**config.mk**
```make
export PLATFORM = sky130hd
export DESIGN_NAME = voice_mixer
export DESIGN_NICKNAME = d
export VERILOG_FILES = /design/src/rtl/voice_mixer_pkg.sv /design/src/rtl/voice_mixer_sample_fifo.sv /design/src/rtl/voice_mixer.sv
export SDC_FILE = /design/constraint.sdc
export NUM_CORES = 1
export LEC_CHECK = 0
export CAP_MARGIN = 5
export CORE_AREA = 2 2 104 106
export DETAILED_ROUTE_END_ITERATION = 16
export DIE_AREA = 0 0 106 108
export HOLD_SLACK_MARGIN = 0.08
export PLACE_DENSITY = 0.8
export SETUP_SLACK_MARGIN = 0.4
export SLEW_MARGIN = 20
export SYNTH_ARGS = -nofsm -noshare
export SYNTH_HDL_FRONTEND = slang
export SYNTH_SLANG_ARGS = --single-unit
```
**constraint.sdc**
```tcl
create_clock -name i_Clock -period 3.25 [get_ports i_Clock]
set_input_delay 0.65 -clock i_Clock [delete_from_list [all_inputs] [get_ports i_Clock]]
set_output_delay 0.65 -clock i_Clock [all_outputs]
set_load 0.1 [all_outputs]
```
**src/rtl/voice_mixer_pkg.sv**
```systemverilog
// Shared voice/sample definitions for the operator core and the voice mixer.
package voice_mixer_pkg;

  localparam int unsigned NUM_VOICES  = 16;
  localparam int unsigned SUBSAMPLE_W = 16;

  typedef logic signed [15:0] sample_t;

  // Clamp a wide signed value into the 16-bit sample range.
  function automatic sample_t saturate(input logic signed [31:0] value);
    if (value > 32'sd32767) begin
      return 16'sh7fff;
    end else if (value < -32'sd32768) begin
      return 16'sh8000;
    end
    return sample_t'(value[15:0]);
  endfunction

endpackage

```
**src/rtl/voice_mixer_sample_fifo.sv**
```systemverilog
// Small synchronous FIFO with wrap-bit pointers; reads zero while empty.
module sample_fifo
  import voice_mixer_pkg::*;
#(
  parameter int unsigned DEPTH = 4,
  parameter int unsigned WIDTH = SUBSAMPLE_W
) (
  input  logic             i_Clock,
  input  logic             i_Reset,
  input  logic             i_Push,
  input  logic [WIDTH-1:0] i_WData,
  input  logic             i_Pop,
  output logic [WIDTH-1:0] o_RData,
  output logic             o_Full,
  output logic             o_Empty
);

  localparam int unsigned AW = $clog2(DEPTH);

  logic [AW:0]      wptr_q, wptr_d;
  logic [AW:0]      rptr_q, rptr_d;
  logic [WIDTH-1:0] mem_q [DEPTH];
  logic             do_push;
  logic             do_pop;

  // Status flags, accepted operations and next pointers.
  always_comb begin
    o_Empty = (wptr_q == rptr_q);
    o_Full  = (wptr_q[AW] != rptr_q[AW]) && (wptr_q[AW-1:0] == rptr_q[AW-1:0]);
    do_pop  = i_Pop & ~o_Empty;
    // A full FIFO still takes a push when an entry leaves in the same cycle.
    do_push = i_Push & (~o_Full | do_pop);
    wptr_d  = do_push ? wptr_q + 1'b1 : wptr_q;
    rptr_d  = do_pop  ? rptr_q + 1'b1 : rptr_q;
    o_RData = o_Empty ? '0 : mem_q[rptr_q[AW-1:0]];
  end

  // Pointer registers.
  always_ff @(posedge i_Clock) begin
    if (i_Reset) begin
      wptr_q <= '0;
      rptr_q <= '0;
    end else begin
      wptr_q <= wptr_d;
      rptr_q <= rptr_d;
    end
  end

  // Storage array; contents are don't-care until written.
  always_ff @(posedge i_Clock) begin
    if (do_push) begin
      mem_q[wptr_q[AW-1:0]] <= i_WData;
    end
  end

endmodule

```
**src/rtl/voice_mixer.sv**
```systemverilog
// Sums one frame of voice subsamples, attenuates, saturates and buffers the mix.
module voice_mixer #(
  parameter int unsigned NUM_VOICES  = 16,
  parameter int unsigned ATTEN_SHIFT = 2,
  parameter int unsigned FIFO_DEPTH  = 4
) (
  input  logic               i_Clock,
  input  logic               i_Reset,
  input  logic signed [15:0] i_Subsample,
  input  logic               i_SubsampleValid,
  input  logic               i_SampleEnd,
  output logic signed [15:0] o_Sample,
  output logic               o_SampleValid,
  input  logic               i_SampleReady,
  output logic               o_Overrun,
  output logic               o_FrameError
);

  import voice_mixer_pkg::*;

  localparam int unsigned ACC_W     = SUBSAMPLE_W + $clog2(NUM_VOICES);
  localparam logic [4:0]  CntMax    = 5'd31;
  localparam logic [4:0]  VoicesCnt = 5'(NUM_VOICES);

  logic signed [ACC_W-1:0] acc_q, acc_d;
  logic signed [ACC_W-1:0] sub_ext;
  logic signed [ACC_W-1:0] shifted;
  logic [4:0]              cnt_q, cnt_d, cnt_inc;
  sample_t                 mixed_q, mixed_d;
  logic                    push_q;
  logic                    overrun_q, overrun_d;
  logic                    frame_err_q, frame_err_d;
  logic                    frame_end;
  logic                    fifo_full;
  logic                    fifo_empty;
  logic                    pop;

  // Accumulate the frame, form the mixed sample and update the sticky flags.
  always_comb begin
    sub_ext     = {{(ACC_W - SUBSAMPLE_W){i_Subsample[15]}}, i_Subsample};
    frame_end   = i_SubsampleValid & i_SampleEnd;
    cnt_inc     = (cnt_q == CntMax) ? CntMax : cnt_q + 5'd1;
    acc_d       = acc_q;
    cnt_d       = cnt_q;
    if (i_SubsampleValid) begin
      // The first subsample reloads, so no separate clear is needed between frames.
      acc_d = (cnt_q == 5'd0) ? sub_ext : acc_q + sub_ext;
      cnt_d = i_SampleEnd ? 5'd0 : cnt_inc;
    end
    shifted     = acc_d >>> ATTEN_SHIFT;
    mixed_d     = frame_end ? saturate(32'(shifted)) : mixed_q;
    pop         = i_SampleReady & ~fifo_empty;
    overrun_d   = overrun_q | (push_q & fifo_full & ~pop);
    frame_err_d = frame_err_q | (frame_end & (cnt_inc != VoicesCnt));
  end

  // Accumulator, counter, pending push and sticky flags.
  always_ff @(posedge i_Clock) begin
    if (i_Reset) begin
      acc_q       <= '0;
      cnt_q       <= '0;
      mixed_q     <= '0;
      push_q      <= 1'b0;
      overrun_q   <= 1'b0;
      frame_err_q <= 1'b0;
    end else begin
      acc_q       <= acc_d;
      cnt_q       <= cnt_d;
      mixed_q     <= mixed_d;
      push_q      <= frame_end;
      overrun_q   <= overrun_d;
      frame_err_q <= frame_err_d;
    end
  end

  sample_fifo #(
    .DEPTH (FIFO_DEPTH),
    .WIDTH (SUBSAMPLE_W)
  ) u_fifo (
    .i_Clock (i_Clock),
    .i_Reset (i_Reset),
    .i_Push  (push_q),
    .i_WData (mixed_q),
    .i_Pop   (pop),
    .o_RData (o_Sample),
    .o_Full  (fifo_full),
    .o_Empty (fifo_empty)
  );

  assign o_SampleValid = ~fifo_empty;
  assign o_Overrun     = overrun_q;
  assign o_FrameError  = frame_err_q;

endmodule
```
Word-level counts from Yosys, hierarchy flattened
Memories as Yosys holds them, arrays and structs flattened. A register that Yosys moved wholly into a read port is not among the register bits.
Index checks and enable logic that the tools add are counted.
Widths: inputs -> output; s select.

storage, ports and cells
  bits in registers = 50
  memories kept = 1
  RAM bits = 64
  bits in latches = 0
  ROM bits = 0

cells by class
  shift-type cells = 0
  reduce and logical (&&, ||, !) cells = 2
  divide/modulo/power cells = 0
  multipliers = 0
  $lt $le $gt $ge = 2
  add/sub/neg operators = 4
  bitwise operators = 13
  mux-type cells = 14
  eq/ne operators = 5

memory list
  memory        depth  width  read ports  clocked after memory_dff  wr ports  RTL line                       RTL
  u_fifo.mem_q  4      16     1           1                         1         voice_mixer_sample_fifo.sv:22  logic [WIDTH-1:0] mem_q [DEPTH];

operators by type and width
  operator              number
  $mux 16               4
  $mux 20               2
  $add 20x16->20        1
  $gt 18x16->1 const B  1
  $lt 18x16->1 const B  1
  $mux 5                2
  $and 1x1->1           7
  $add 3x1->3 const B   2
  $add 5x1->5 const B   1
  $eq 5x5->1 const B    1
  $logic_not 5->1       1
  $ne 5x5->1 const B    1
  $mux 1                4
  $mux 2                2
  $eq 3x3->1            1
  $not 1->1             3
  $or 1x1->1            3
  $eq 2x2->1            1
  $logic_and 1x1->1     1
  $ne 1x1->1            1

Longest topological paths before layout
  depth in word-level cells = 8
  mapped depth = 13

Modules after synthesis
From an unflattened synthesis, not the netlist that was laid out.

second synthesis, totals
  cells, all modules = 567
  area, all modules = 6085.8 um^2

modules (own cells, without submodules)
  module       times used  area an instance (um^2)  sequential area each (um^2)  cells each
  voice_mixer  1           3170.5                   880.8                        412
  sample_fifo  1           2915.3                   2082.0                       155

Least setup slack after synthesis
Ideal clock, no wire load.

  path kind = register to output
  from = reg (tool-made name)
  to = out o_Sample[10]
  buffers on the path = 2
  arrival time = 2.893 ns
  setup slack = -0.293 ns
  cell stages (with the launch flop) = 5
  data required time = 2.600 ns
  cell sequence = dfxtp_1 > clkbuf_1 > buf_1 > mux4_2 > nor2b_1

RTL lines
  what              RTL line           RTL
  end: declaration  voice_mixer.sv:12  output logic signed [15:0] o_Sample,

Worst setup path in the final report
  from = in i_Subsample[5]
  to = reg mixed_q[9]

between the ends
  longest elaborated chain between the ends = 7
  elaborated cells on any way between the ends = 9
  those cells by class = 1 x add/sub; 2 x order compare; 6 x mux

ends and longest elaborated chain
  what                    RTL line               RTL
  start: declaration      voice_mixer.sv:9       input logic signed [15:0] i_Subsample,
  $add 20x16->20          voice_mixer.sv:47      acc_d = (cnt_q == 5'd0) ? sub_ext : acc_q + sub_ext;
  $mux 20 (*)             voice_mixer.sv:47
  $mux 20 (*)             voice_mixer.sv:45      if (i_SubsampleValid) begin
  $lt 18x16->1            voice_mixer_pkg.sv:13  end else if (value < -32'sd32768) begin
  $mux 1                  voice_mixer_pkg.sv:13
  $mux 1                  voice_mixer_pkg.sv:11  if (value > 32'sd32767) begin
  $mux 16 (*)             voice_mixer_pkg.sv:16  return sample_t'(value[15:0]);
  end signal: assignment  voice_mixer.sv:69      mixed_q <= mixed_d;
  end: declaration        voice_mixer.sv:29      sample_t mixed_q, mixed_d;

Every way passes the cells marked *; elsewhere a longest branch is shown, timed or not.
A chain may end at the register's enable or synchronous reset.

==> impl_metrics.prom <==
# TYPE chip_impl_metric gauge
chip_impl_info{name="type_of_the_worst_setup_path",value="in -> reg"} 1
chip_impl_metric{name="pin_count_of_the_biggest_net_entering_global_routing",unit=""} 48
chip_impl_metric{name="worst_hold_margin",unit="ns"} 0.472
chip_impl_info{name="synthMostInstantiatedCell",value="edfxtp_1"} 1
chip_impl_metric{name="synth_top_area_share",unit="%"} 32.4
chip_impl_metric{name="grt_remaining_overflow",unit=""} 0
chip_impl_metric{name="drtIter0Drc",unit=""} 437
chip_impl_metric{name="grt_pass1_wl",unit="mm"} 24.6
chip_impl_metric{name="antennaDiodeCount",unit=""} 0
chip_impl_metric{name="die-width",unit="um"} 106
chip_impl_metric{name="nets_in_the_synthesized_netlist",unit=""} 578
chip_impl_metric{name="clock_tree.htree_level_count",unit=""} 4
chip_impl_info{name="clockRootBuffer",value="clkbuf_8"} 1
chip_impl_metric{name="fmax",unit="MHz"} 348
chip_impl_metric{name="synth_cell_type_count",unit=""} 68
chip_impl_info{name="holdCritPathClass",value="reg -> reg"} 1
chip_impl_metric{name="first_drt_pass_iteration_count",unit=""} 7
chip_impl_metric{name="syn_avg_cell_area",unit="um2"} 11.2
chip_impl_metric{name="total_power_consumption_of_the_routed_design",unit="mW"} 4.93
chip_impl_metric{name="routabilityCongestion",unit=""} 0.917
chip_impl_metric{name="coreArea",unit="um2"} 10200
chip_impl_info{name="cts_tree",value="yes"} 1
chip_impl_metric{name="setup-violations-final",unit=""} 0
chip_impl_metric{name="drive_gt1_share",unit="%"} 36.5
chip_impl_metric{name="max-slew-margin-rel",unit="%"} 41.7
chip_impl_info{name="start_kind",value="input pin"} 1
chip_impl_metric{name="synth-edff-count",unit=""} 64
chip_impl_metric{name="timing_worst_slew_pin_value",unit="ns"} 0.874
chip_impl_metric{name="leakage",unit="nW"} 3.15
chip_impl_metric{name="total_nets_final",unit=""} 679
chip_impl_info{name="critPathCaptureType",value="flip-flop"} 1
chip_impl_metric{name="bufs_on_longest_clock_path",unit=""} 2
chip_impl_info{name="most_frequently_used_flop_master_after_synthesis",value="edfxtp_1"} 1
chip_impl_metric{name="io_buffer_count",unit=""} 39
chip_impl_metric{name="placedInstanceArea",unit="um2"} 6940
chip_impl_metric{name="grt_util_met3",unit="%"} 6.45
chip_impl_metric{name="clkLatencyLatePin",unit="ns"} 0.53
chip_impl_metric{name="first_global_vias",unit=""} 4850
chip_impl_metric{name="area.growth.synth_to_final",unit="%"} 38.2
chip_impl_metric{name="critPathRequiredTime",unit="ns"} 3.67
chip_impl_metric{name="cts.reportedPaths.clkPinSlew",unit="ns"} 0.06
chip_impl_info{name="synthTopCellsByCount",value="edfxtp_1, nor2_1, dfxtp_1"} 1
chip_impl_metric{name="dp.final_hpwl",unit="mm"} 8.95
chip_impl_metric{name="rows",unit=""} 37
chip_impl_metric{name="timing.final.ws_setup",unit="ns"} 0.377
chip_impl_info{name="synth.largest_area_cell",value="edfxtp_1"} 1
chip_impl_metric{name="finalWorstPathRequiredPeriod",unit="ns"} 2.87
chip_impl_metric{name="async_reset_ff_share",unit="%"} 0
chip_impl_metric{name="cts_buffers",unit=""} 17
chip_impl_metric{name="cts_sink_count",unit=""} 116
chip_impl_metric{name="netlist_instances",unit=""} 530
chip_impl_metric{name="synth-seq-area-share",unit="%"} 49.9
chip_impl_metric{name="initial_utilization",unit="%"} 58.0
chip_impl_metric{name="reg2regPathDepth",unit=""} 13
chip_impl_metric{name="final.period_utilization",unit="%"} 88.4
chip_impl_metric{name="power_per_cell_area",unit="nW/um2"} 601
chip_impl_info{name="status",value="finished clean"} 1
chip_impl_metric{name="routedWlPerCell",unit="um"} 21.1
chip_impl_metric{name="routed-via-count",unit=""} 4937
chip_impl_metric{name="peakVddDrop",unit="mV"} 0.355
chip_impl_metric{name="max_cap_violations",unit=""} 0
chip_impl_metric{name="dpl_worst_slack",unit="ns"} -0.378
chip_impl_metric{name="skew",unit="ns"} 0.0143
chip_impl_info{name="timing.critical_path.from",value="i_Subsample[5]"} 1
chip_impl_metric{name="grt_util_all_layers",unit="%"} 28.4
chip_impl_metric{name="sequential_area",unit="um2"} 2970
chip_impl_metric{name="finalMaxSlewViolations",unit=""} 0
chip_impl_metric{name="synth_warn",unit=""} 0
chip_impl_info{name="cp-endpoint",value="mixed_q[9]"} 1
chip_impl_info{name="grt_setup_unrepaired",value="true"} 1
chip_impl_metric{name="grtUsageMet1",unit="%"} 32.5
chip_impl_metric{name="wl",unit="mm"} 16.5
chip_impl_metric{name="totalNegativeSetupSlack",unit="ns"} 0
chip_impl_metric{name="timing.critical_path.arrival",unit="ns"} 3.29
chip_impl_metric{name="dieArea",unit="um2"} 11400
chip_impl_metric{name="antenna_found_initial",unit=""} 0
chip_impl_metric{name="yosys_register_bits",unit=""} 116
chip_impl_metric{name="multi_input_comb_area",unit="um2"} 3280
chip_impl_metric{name="post_synth_instance_area",unit="um2"} 5940
chip_impl_info{name="global_route_layer_with_the_greatest_usage",value="met2"} 1
chip_impl_metric{name="drc_errors",unit=""} 0
chip_impl_metric{name="fin_area",unit="um2"} 8200
chip_impl_metric{name="finalNonFillerCells",unit=""} 780
chip_impl_metric{name="viasPerCell",unit=""} 6.33
chip_impl_metric{name="regToRegSetupSlack",unit="ns"} 0.39
chip_impl_metric{name="grt_util_met2",unit="%"} 51.7
chip_impl_info{name="critical_path.reg2reg.startpoint",value="acc_q[2]"} 1
chip_impl_info{name="post_synth_main_area_contributors",value="edfxtp_1, dfxtp_1, mux4_2"} 1
chip_impl_metric{name="fillCellCount",unit=""} 543
chip_impl_metric{name="path_max_fanout",unit=""} 4
chip_impl_metric{name="place_inst",unit=""} 730
chip_impl_metric{name="utilization",unit="%"} 80.2
chip_impl_info{name="r2r_end",value="mixed_q[9]"} 1
chip_impl_metric{name="detail-route-antenna-nets",unit=""} 0
chip_impl_metric{name="finalHoldViolCount",unit=""} 0
chip_impl_metric{name="die-height",unit="um"} 108
chip_impl_metric{name="floorplan.io_pins",unit=""} 40
report_power, final:
group	internal [mW]	switching [mW]
combinational	0.493	0.698
clock	1.33	0.704
sequential	1.63	0.0700
total	3.46	1.47
metal layers:
layer / up-vias / part of all wire, %
li1: 2197 / -
met1: 2422 / 38
met2: 254 / 52
met3: 64 / 6.6
met4: 0 / 4.1
met5: - / 0
worst min path at each step:
stage | startpoint | end | cells after the start
after global routing | o_Overrun | o_Overrun | 2
after CTS | o_FrameError | o_FrameError | 2
after global placement | o_FrameError | o_FrameError | 2
final | o_Overrun | o_Overrun | 2
after floorplan | push_q | o_Overrun | 2
after detailed placement | o_FrameError | o_FrameError | 2
timing repair:
action | in CTS | in global routing
hold buffers | 0 | 0
endpoints found under the setup margin | 18 | 26
pin swaps | 24 | 20
buffers inserted | 9 | 7
cloned | 1 | 1
resized for setup | 49 | 46
state kept, by name, indices dropped and copies added, names as in the netlist, 3 cells and up, named ones only:
name	flops
u_fifo.mem_q	64
cnt_q	5
mixed_q	16
u_fifo.wptr_q	3
acc_q	20
u_fifo.rptr_q	3
cell type report:
cell class / instances / share of cell area (%)
multi-input combinational: 364 / 40.0
sequential: 116 / 36.2
timing repair buffer: 112 / 12.9
clock buffer: 18 / 5.10
clock inverter: 14 / 2.78
tap: 136 / 2.07
inverter: 20 / 0.915
cells in the final DEF, fill, tap and decap left out, types with 16 or more instances in the layout:
| cell | count |
|---|---|
| nor2_1 | 61 |
| edfxtp_1 | 64 |
| o21ai_0 | 17 |
| a21oi_1 | 23 |
| mux4_2 | 16 |
| inv_1 | 19 |
| clkbuf_16 | 17 |
| dfxtp_1 | 49 |
| buf_4 | 76 |
| nand2_1 | 27 |
critical path: stages:
cell             delay (ns)
clkdlybuf4s50_1        0.46
ha_2                   0.22
a21o_1                 0.18
a31oi_4                0.17
a21oi_4                0.10
o21a_1                 0.22
or3_4                  0.41
nand3_4                0.11
nor4b_4                0.06
a21o_1                 0.25
clkbuf_16              0.19
o32ai_1                0.27
cells by family after synthesis:
logic type | share of synthesized area (%)
flip-flops | 49.9
XOR/XNOR | 2.93
AO/OA/AOI/OAI | 16.7
buffers and inverters | 3.69
adder cells (fa/ha/maj) | 5.82
AND/OR/NAND/NOR | 13.8
multiplexers | 7.08
No activity file was read; power rests on OpenSTA's default activity.
